`src/rtl/risc8_mem_arbiter_if.sv`:
```
// risc8_mem_arbiter_if: bundles the CPU, DMA and memory-macro signals of the
// risc8 memory arbiter. The master modport is the arbiter's view: it serves
// both requesters and drives the memory port. The slave modport is the
// surrounding system's view: the requesters plus the memory macro.
interface risc8_mem_arbiter_if #(
    parameter int ADDR_W = 24,
    parameter int DATA_W = 16
) ();
    // CPU requester
    logic              cpu_req;
    logic              cpu_we;
    logic [ADDR_W-1:0] cpu_addr;
    logic [DATA_W-1:0] cpu_wdata;
    logic [DATA_W-1:0] cpu_rdata;
    logic              cpu_ack;
    logic              cpu_stall;

    // DMA / peripheral requester
    logic              dma_req;
    logic              dma_we;
    logic [ADDR_W-1:0] dma_addr;
    logic [DATA_W-1:0] dma_wdata;
    logic [DATA_W-1:0] dma_rdata;
    logic              dma_ack;

    // Memory macro port
    logic              mem_en;
    logic              mem_we;
    logic [ADDR_W-1:0] mem_addr;
    logic [DATA_W-1:0] mem_wdata;
    logic [DATA_W-1:0] mem_rdata;

    modport master (
        input  cpu_req, cpu_we, cpu_addr, cpu_wdata,
        output cpu_rdata, cpu_ack, cpu_stall,
        input  dma_req, dma_we, dma_addr, dma_wdata,
        output dma_rdata, dma_ack,
        output mem_en, mem_we, mem_addr, mem_wdata,
        input  mem_rdata
    );

    modport slave (
        output cpu_req, cpu_we, cpu_addr, cpu_wdata,
        input  cpu_rdata, cpu_ack, cpu_stall,
        output dma_req, dma_we, dma_addr, dma_wdata,
        input  dma_rdata, dma_ack,
        input  mem_en, mem_we, mem_addr, mem_wdata,
        output mem_rdata
    );
endinterface

```
`src/rtl/risc8_mem_arbiter.sv`:
```
// risc8_mem_arbiter: shares the single memory port of the risc8 core between
// the CPU datapath and one DMA/peripheral requester. Grants are issued
// combinationally from IDLE, each access then occupies a fixed wait-state
// window in BUSY, and the CPU has priority except when the DMA has been
// passed over STARVE_LIM times in a row.
// Optional usage counters (stat_cpu_stall, stat_dma_cnt) are built only when
// the macro RISC8_ARB_STATS_EN is defined; otherwise both outputs read 0.
module risc8_mem_arbiter #(
    parameter int ADDR_W     = 24,
    parameter int DATA_W     = 16,
    parameter int WAIT       = 1,
    parameter int STARVE_LIM = 4
) (
    input  logic                   clk,
    input  logic                   rst,
    risc8_mem_arbiter_if.master    bus,
    output logic [15:0]            stat_cpu_stall,
    output logic [15:0]            stat_dma_cnt
);
    localparam int CNT_W = $clog2(WAIT + 1);
    localparam int STV_W = $clog2(STARVE_LIM + 1);
    localparam logic [CNT_W-1:0] CNT_WAIT = CNT_W'(WAIT);
    localparam logic [STV_W-1:0] STV_LIM  = STV_W'(STARVE_LIM);

    typedef enum logic {ST_IDLE, ST_BUSY} state_t;
    typedef enum logic {OWN_CPU, OWN_DMA} owner_t;

    state_t            r_state;
    owner_t            r_owner;
    logic [CNT_W-1:0]  r_cnt;
    logic [STV_W-1:0]  r_starve;
    logic              r_cpu_ack;
    logic              r_dma_ack;
    logic              r_mem_we;
    logic [ADDR_W-1:0] r_mem_addr;
    logic [DATA_W-1:0] r_mem_wdata;
    logic [DATA_W-1:0] r_cpu_rdata;
    logic [DATA_W-1:0] r_dma_rdata;

    logic              w_dma_win;
    logic              w_cpu_win;
    logic              w_grant;
    logic              w_sel_we;
    logic [ADDR_W-1:0] w_sel_addr;
    logic [DATA_W-1:0] w_sel_wdata;
    logic              w_cpu_ack;
    logic              w_dma_ack;
    logic              w_cpu_stall;

    // Grant decision and requester-side qualification; reset masks the grant
    // and the acks so an access caught by reset never completes.
    always_comb begin
        w_dma_win   = bus.dma_req && (!bus.cpu_req || (r_starve == STV_LIM));
        w_cpu_win   = bus.cpu_req && !w_dma_win;
        w_grant     = !rst && (r_state == ST_IDLE) && (w_dma_win || w_cpu_win);
        w_sel_we    = w_dma_win ? bus.dma_we    : bus.cpu_we;
        w_sel_addr  = w_dma_win ? bus.dma_addr  : bus.cpu_addr;
        w_sel_wdata = w_dma_win ? bus.dma_wdata : bus.cpu_wdata;
        w_cpu_ack   = r_cpu_ack && !rst;
        w_dma_ack   = r_dma_ack && !rst;
        w_cpu_stall = !rst && bus.cpu_req && !w_cpu_ack;
    end

    assign bus.mem_en    = w_grant;
    assign bus.mem_we    = w_grant ? w_sel_we    : r_mem_we;
    assign bus.mem_addr  = w_grant ? w_sel_addr  : r_mem_addr;
    assign bus.mem_wdata = w_grant ? w_sel_wdata : r_mem_wdata;
    assign bus.cpu_ack   = w_cpu_ack;
    assign bus.dma_ack   = w_dma_ack;
    assign bus.cpu_rdata = w_cpu_ack ? bus.mem_rdata : r_cpu_rdata;
    assign bus.dma_rdata = w_dma_ack ? bus.mem_rdata : r_dma_rdata;
    assign bus.cpu_stall = w_cpu_stall;

    // Access sequencer: grant latch, wait-state counter, ack pulse generation,
    // starvation tracking and read-data holding for each requester.
    // The ack is registered one cycle ahead so it is high exactly in the
    // BUSY cycle where the wait counter reaches WAIT.
    always_ff @(posedge clk) begin
        if (rst) begin
            r_state     <= ST_IDLE;
            r_owner     <= OWN_CPU;
            r_cnt       <= '0;
            r_starve    <= '0;
            r_cpu_ack   <= 1'b0;
            r_dma_ack   <= 1'b0;
            r_mem_we    <= 1'b0;
            r_mem_addr  <= '0;
            r_mem_wdata <= '0;
            r_cpu_rdata <= '0;
            r_dma_rdata <= '0;
        end else begin
            r_cpu_ack <= 1'b0;
            r_dma_ack <= 1'b0;

            unique case (r_state)
                ST_IDLE: begin
                    if (w_grant) begin
                        r_state     <= ST_BUSY;
                        r_owner     <= w_dma_win ? OWN_DMA : OWN_CPU;
                        r_cnt       <= CNT_W'(1);
                        r_mem_we    <= w_sel_we;
                        r_mem_addr  <= w_sel_addr;
                        r_mem_wdata <= w_sel_wdata;
                        if (WAIT == 1) begin
                            r_cpu_ack <= !w_dma_win;
                            r_dma_ack <= w_dma_win;
                        end
                        if (w_dma_win || !bus.dma_req) begin
                            r_starve <= '0;
                        end else if (r_starve != STV_LIM) begin
                            r_starve <= r_starve + STV_W'(1);
                        end
                    end else if (!bus.dma_req) begin
                        r_starve <= '0;
                    end
                end
                ST_BUSY: begin
                    if (r_cnt == CNT_WAIT) begin
                        r_state <= ST_IDLE;
                        r_cnt   <= '0;
                    end else begin
                        r_cnt <= r_cnt + CNT_W'(1);
                        if ((r_cnt + CNT_W'(1)) == CNT_WAIT) begin
                            r_cpu_ack <= (r_owner == OWN_CPU);
                            r_dma_ack <= (r_owner == OWN_DMA);
                        end
                    end
                end
            endcase

            if (w_cpu_ack) begin
                r_cpu_rdata <= bus.mem_rdata;
            end
            if (w_dma_ack) begin
                r_dma_rdata <= bus.mem_rdata;
            end
        end
    end

`ifdef RISC8_ARB_STATS_EN
    logic [15:0] r_stat_stall;
    logic [15:0] r_stat_dma;

    // Saturating usage counters: CPU stall cycles and DMA grants
    always_ff @(posedge clk) begin
        if (rst) begin
            r_stat_stall <= '0;
            r_stat_dma   <= '0;
        end else begin
            if (w_cpu_stall && (r_stat_stall != '1)) begin
                r_stat_stall <= r_stat_stall + 16'd1;
            end
            if (w_grant && w_dma_win && (r_stat_dma != '1)) begin
                r_stat_dma <= r_stat_dma + 16'd1;
            end
        end
    end

    assign stat_cpu_stall = r_stat_stall;
    assign stat_dma_cnt   = r_stat_dma;
`else
    assign stat_cpu_stall = '0;
    assign stat_dma_cnt   = '0;
`endif

endmodule
```
`src/flat_wrapper.sv`:
```
// flat-port wrapper written by rule: the top's interface ports become plain ports
module risc8_mem_arbiter_flat 
#(
    parameter int ADDR_W     = 24,
    parameter int DATA_W     = 16,
    parameter int WAIT       = 1,
    parameter int STARVE_LIM = 4
)
  (clk, rst, stat_cpu_stall, stat_dma_cnt, bus_cpu_req, bus_cpu_we, bus_cpu_addr, bus_cpu_wdata, bus_cpu_rdata, bus_cpu_ack, bus_cpu_stall, bus_dma_req, bus_dma_we, bus_dma_addr, bus_dma_wdata, bus_dma_rdata, bus_dma_ack, bus_mem_en, bus_mem_we, bus_mem_addr, bus_mem_wdata, bus_mem_rdata);
  risc8_mem_arbiter_if #(.ADDR_W(ADDR_W), .DATA_W(DATA_W)) bus_i ();
  input  logic clk;
  input  logic rst;
  output logic [15:0] stat_cpu_stall;
  output logic [15:0] stat_dma_cnt;
  input wire logic [$bits(bus_i.cpu_req)-1:0] bus_cpu_req;
  input wire logic [$bits(bus_i.cpu_we)-1:0] bus_cpu_we;
  input wire logic [$bits(bus_i.cpu_addr)-1:0] bus_cpu_addr;
  input wire logic [$bits(bus_i.cpu_wdata)-1:0] bus_cpu_wdata;
  output wire logic [$bits(bus_i.cpu_rdata)-1:0] bus_cpu_rdata;
  output wire logic [$bits(bus_i.cpu_ack)-1:0] bus_cpu_ack;
  output wire logic [$bits(bus_i.cpu_stall)-1:0] bus_cpu_stall;
  input wire logic [$bits(bus_i.dma_req)-1:0] bus_dma_req;
  input wire logic [$bits(bus_i.dma_we)-1:0] bus_dma_we;
  input wire logic [$bits(bus_i.dma_addr)-1:0] bus_dma_addr;
  input wire logic [$bits(bus_i.dma_wdata)-1:0] bus_dma_wdata;
  output wire logic [$bits(bus_i.dma_rdata)-1:0] bus_dma_rdata;
  output wire logic [$bits(bus_i.dma_ack)-1:0] bus_dma_ack;
  output wire logic [$bits(bus_i.mem_en)-1:0] bus_mem_en;
  output wire logic [$bits(bus_i.mem_we)-1:0] bus_mem_we;
  output wire logic [$bits(bus_i.mem_addr)-1:0] bus_mem_addr;
  output wire logic [$bits(bus_i.mem_wdata)-1:0] bus_mem_wdata;
  input wire logic [$bits(bus_i.mem_rdata)-1:0] bus_mem_rdata;
  assign bus_i.cpu_req = bus_cpu_req;
  assign bus_i.cpu_we = bus_cpu_we;
  assign bus_i.cpu_addr = bus_cpu_addr;
  assign bus_i.cpu_wdata = bus_cpu_wdata;
  assign bus_cpu_rdata = bus_i.cpu_rdata;
  assign bus_cpu_ack = bus_i.cpu_ack;
  assign bus_cpu_stall = bus_i.cpu_stall;
  assign bus_i.dma_req = bus_dma_req;
  assign bus_i.dma_we = bus_dma_we;
  assign bus_i.dma_addr = bus_dma_addr;
  assign bus_i.dma_wdata = bus_dma_wdata;
  assign bus_dma_rdata = bus_i.dma_rdata;
  assign bus_dma_ack = bus_i.dma_ack;
  assign bus_mem_en = bus_i.mem_en;
  assign bus_mem_we = bus_i.mem_we;
  assign bus_mem_addr = bus_i.mem_addr;
  assign bus_mem_wdata = bus_i.mem_wdata;
  assign bus_i.mem_rdata = bus_mem_rdata;
  risc8_mem_arbiter #(.ADDR_W(ADDR_W), .DATA_W(DATA_W), .WAIT(WAIT), .STARVE_LIM(STARVE_LIM)) u_core (.clk(clk), .rst(rst), .bus(bus_i), .stat_cpu_stall(stat_cpu_stall), .stat_dma_cnt(stat_dma_cnt));
endmodule
```
`config.mk`:
```
export PLATFORM = sky130hd
export DESIGN_NAME = risc8_mem_arbiter_flat
export DESIGN_NICKNAME = d
export VERILOG_FILES = /design/src/rtl/risc8_mem_arbiter_if.sv /design/src/rtl/risc8_mem_arbiter.sv /design/src/flat_wrapper.sv
export SDC_FILE = /design/constraint.sdc
export NUM_CORES = 1
export LEC_CHECK = 0
export CAP_MARGIN = 25
export CELL_PAD_IN_SITES_DETAIL_PLACEMENT = 0
export CELL_PAD_IN_SITES_GLOBAL_PLACEMENT = 1
export CORE_UTILIZATION = 31
export CTS_CLUSTER_DIAMETER = 30
export DETAILED_ROUTE_END_ITERATION = 10
export PLACE_DENSITY_LB_ADDON = 0.3
export REMOVE_ABC_BUFFERS = 1
export SLEW_MARGIN = 20
export SYNTH_ARGS = -nofsm -noshare
export SYNTH_HDL_FRONTEND = slang
export SYNTH_SLANG_ARGS = --single-unit
```
`constraint.sdc`:
```
create_clock -name clk -period 4.57 [get_ports clk]
set_input_delay 0.914 -clock clk [delete_from_list [all_inputs] [get_ports clk]]
set_output_delay 0.914 -clock clk [all_outputs]
set_load 0.01 [all_outputs]
```
# After elaboration in Yosys (flattened, before gate mapping)
# Cells that the tools add are included.
[word_totals]
reg_bits = 81
in_bits = 102
out_inout_bits = 109
elab_cells = 65
[op_classes]
addsub = 2
eq_ne = 5
mux = 27
n_bitwise = 2
reduce_logical = 18
[ops]
columns = ["op", "count"]
rows = [
  ["two-way mux 16 bit", 4],
  ["two-way mux 24 bit", 2],
  ["two-way mux 1 bit", 13],
  ["two-way mux 3 bit", 4],
  ["logical AND 1 bit", 8],
  ["case mux 1 bit (2 select lines)", 4],
  ["logical NOT 1 bit", 5],
  ["adder 3 x 1 -> 3 bit, second input constant", 1],
  ["equality test 3 bit, second input constant", 1],
  ["logical OR 1 bit", 3],
  ["inequality test 3 x 1 -> 1 bit, second input constant", 1],
  ["inequality test 3 bit, second input constant", 1],
  ["AND reduction 3 bit", 1],
  ["inequality test 2 x 1 -> 1 bit, second input constant", 1],
  ["inequality test 2 bit, second input constant", 1],
  ["NOT 1 bit", 2],
  ["AND reduction 2 bit", 1],
  ["adder 1 bit, second input constant", 1],
]

# Logic depth before layout (Yosys ltp)
# Gate-level depths: netlist of run 1.
[depth]
ltp_word = 9
depth_mapped = 7
depth_no_buf = 5

# Worst setup path before layout of run 1
# OpenSTA, ideal clock, no wires.
[synth_timing]
path_type = "input to output"
startpoint = "in rst"
endpoint = "out bus_mem_addr[0]"
t_arrival_ns = 1.861
required_time_ns = 3.656
path_slack_ns = 1.795
stages = 5
path_cell_list = "buf_6 > or2_2 > clkbuf_1 > o21ai_0 > nand3_1"
[synth_via]
elab_chain_cells = 4
[synth_rtl]
columns = ["element", "line_no", "source"]
rows = [
  ["from (decl)", "flat_wrapper.sv:12", "input logic rst;"],
  ["logical NOT 1 bit", "risc8_mem_arbiter.sv:55", "w_grant = !rst && (r_state == ST_IDLE) && (w_dma_win || w_cpu_win);"],
  ["logical AND 1 bit (2 in series)", "risc8_mem_arbiter.sv:55", ""],
  ["two-way mux 24 bit", "-", ""],
  ["to (decl)", "flat_wrapper.sv:30", "output wire logic [$bits(bus_i.mem_addr)-1:0] bus_mem_addr;"],
]
# No other way between the ends.

# Worst setup path in the final report of run 1
[layout_timing]
startpoint = "in rst"
endpoint = "out bus_mem_addr[9]"
# Same word-level chain as after synthesis.

==> results of run 1 <==
## flip-flops by register name (all words and copies together) (netlist names)
name	cells
u_core.r_owner	1
u_core.r_dma_rdata	16
u_core.r_state	1
u_core.r_cpu_ack	1
u_core.r_cpu_rdata	16
u_core.r_cnt	1
u_core.r_dma_ack	1
u_core.r_mem_addr	24
u_core.r_mem_we	1
u_core.r_mem_wdata	16
u_core.r_starve	3
## cells by family (layout without fill, tap and decap cells)
family	after synthesis	count (layout)
AO/OA/AOI/OAI	91	91
XOR/XNOR	1	1
adder cells (fa/ha/maj)	2	2
buffers and inverters	82	210
flip-flops	81	81
multiplexers	32	32
other	1	32
AND/OR/NAND/NOR	175	175
## where the power goes
group / leakage [nW] / internal, mW / switching (mW)
Sequential: 0.660 / 0.749 / 0.0159
Combinational: 1.62 / 0.262 / 0.227
Clock: 0.151 / 0.494 / 0.298
## layout by cell type, fill, tap and decap left out, types with 2 or more instances in the layout
| cell | n |
|---|---|
| nand3_2 | 8 |
| clkbuf_16 | 9 |
| and2_1 | 32 |
| nand4_1 | 43 |
| clkdlybuf4s50_1 | 176 |
| a31oi_1 | 41 |
| a21oi_1 | 2 |
| o21ai_0 | 45 |
| conb_1 | 32 |
| mux2_2 | 21 |
| nand2_1 | 6 |
| inv_1 | 6 |
| ha_1 | 2 |
| buf_2 | 2 |
| mux2_4 | 9 |
| mux2_1 | 2 |
| buf_4 | 9 |
| dfxtp_1 | 81 |
| nand3_1 | 76 |
| bufinv_16 | 2 |
| clkinvlp_4 | 3 |
## metal layers
metal  global-route usage (%)  vias to the layer above  routed length, um
met5                        0                        -                  0
met4                    6.013                        0                193
met3                    5.985                       19               1124
met2                    30.66                      190               5669
met1                    21.70                     1887               5554
li1                         -                     1944                  -
## worst min path at each step
stage          slack, ns               start            endpoint  cells after the start
2_1_floorplan       0.42      u_core.r_owner    u_core.r_cpu_ack                      1
3_3_place_gp        0.45      u_core.r_owner    u_core.r_cpu_ack                      1
3_5_place_dp        0.45      u_core.r_owner    u_core.r_cpu_ack                      1
4_1_cts             0.46      u_core.r_owner    u_core.r_cpu_ack                      1
5_1_grt             0.50  u_core.r_starve[1]  u_core.r_starve[1]                      2
6_report            0.46      u_core.r_owner    u_core.r_cpu_ack                      1
## layout make-up
class,instances,area [um^2]
clock buffer,10,239.0
clock inverter,6,91.34
fill,1309,7072
inverter,6,22.52
multi-input combinational,333,2117
sequential,81,1622
tap,176,220.2
timing repair buffer,188,1859
## stage by stage
step / instance area, um^2 / hold WS (ns)
after CTS: 6171 / 0.4612
after floorplan: 3749 / 0.4230
after detailed placement: 5841 / 0.4521
after global placement: 5841 / 0.4477
final: 6171 / 0.4592
after global routing: 6171 / 0.4986
==> flow_summary.yaml, run 1 <==
final_layout:
  drive_above_1_share_pct: 11.86
  syn2layout_area_growth_pct: 46.65
  antenna_cells: 0
  fin_util_pct: 46.60
  nets: 723
  fin_cells: 800
pwr:
  p_total_mw: 2.047
  power_density_nw_per_um2: 331.6
  vdd_drop_max_uv: 179.2
  p_leak_nw: 2.427
grt:
  grt.overflow.total: 0
  grt_max_degree: 42
  grt_pass1_vias: 4085
  antenna_found_initial: 0
  grt_usage_pct: 18.19
  grt_pass1_wl_um: 20240
drt:
  drt-initial-drc-count: 196
  drt_wl_total_um: 12540
  viasPerCell: 5.050
  post_drt_wl_per_cell_um: 15.68
  dr.pass1.iters: 5
  vias: 4040
  drc: 0
  ant_nets: 0
clocking:
  cts_tree: "built"
  cts_hold_buffers: 0
  cts_setup_buffers: 0
  worstSkewPairLatency_ns: 0.34
  numCtsBuffers: 9
  cts_root_buffer: "clkbuf_16"
  htree_levels: 3
  post_cts_resized: 0
  clk_path_buf_depth: 2
  clkTransAtPathRegs_ns: 0.06
  clock-sinks: 81
timing:
  setup_viol: 0
  finalWorstSetupSlack_ns: 0.6047
  worst_slew_pin_slew_ns: 0.7378
  finalCritPeriodShare_pct: 86.77
  setup-tns-final_ns: 0
  max_freq_mhz: 252.2
  hold_viol_final: 0
  slew_violations: 0
  rsz0062_at_grt: "false"
  post-route-min-period_ns: 3.965
  finalClockSkew_ns: 0.007688
  relSlewSlack_pct: 50.76
worst_setup_path:
  path_cells: "buf_2 -> or2_2 -> o21ai_0 -> nand3_1 -> clkdlybuf4s50_1"
  r2r_start: "u_core.r_starve[0]"
  crit_arrival_ns: 3.05
  worst-path-buf-inv: 2
  worstReg2RegEnd: "u_core.r_starve[2]"
  cp.depth: 5
  crit_path_start_kind: "input port"
  cp_slowest_cell: "or2_2"
  cp_max_fo: 41
  reg2reg_slack_ns: 2.34
  crit_path_end: "bus_mem_addr[9]"
  critical_path_required_ns: 3.66
  reg2reg_depth: 6
  critPathTopFamily: "buffers and inverters"
  critPathCaptureType: "output port"
  worstSetupPathType: "input port to output port"
  critPathMaxStageDelay_ns: 0.68
  cp-startpoint: "rst"
logic_synthesis:
  synthArstFlopShare_pct: 0
  synthSimpleGateAreaFrac_pct: 24.65
  synth_top_family_by_area: "simple AND/OR/NAND/NOR gates"
  synth.most_common_cell: "dfxtp_1"
  synth_compound_area_share_pct: 12.34
  synth_top_cell_area_share_pct: 38.54
  synth_commonest_cells: "81 x dfxtp_1, 77 x nand3_1, 45 x o21ai_0, 43 x nand4_1, 41 x a31oi_1"
  seq_area_frac_synth_pct: 38.54
  muxShareOfSynthArea_pct: 9.367
  syn_area_per_cell_um2: 9.049
  synth_largest_area_cell: "dfxtp_1"
  synth_area_um2: 4208
  synth_area_leaders: "dfxtp_1 39%, nand3_1 9.2%, nand4_1 6.4%, a31oi_1 6.1%, buf_4 5.9%"
  synth_fa_ha_area_share_pct: 0.5947
  yosysWarnings: 0
  synth_xor_area_share_pct: 0.2081
  synth-edff-count: 0
  ys_types: 36
  syn-instance-count: 465
  synth_seq_cells: 81
  synth_top_flop_cell: "dfxtp_1"
die:
  die_height_um: 118.5
  ios: 211
  initial_utilization_pct: 31.77
  die-area_um2: 14040
  rows: 42
  core_area_um2: 13240
  die_x_um: 118.5
min_path:
  hold_class: "flop to flop"
run:
  cap_violations: 0
place:
  numPortBuffers: 178
  dpl_worst_slack_ns: 0.6105
  place_inst: 784
  dp_hpwl_um: 8415
  place_congestion: 0.7570
status:
  status: "complete, no violations"
(Power assumes the default switching activity.)
==> inputs of run 2 (changes only) <==
Settings changed: GPL_ROUTABILITY_DRIVEN set to 0.
==> results of run 2 <==
Same layout as run 1: the final DEF is identical, and so are final timing and power.
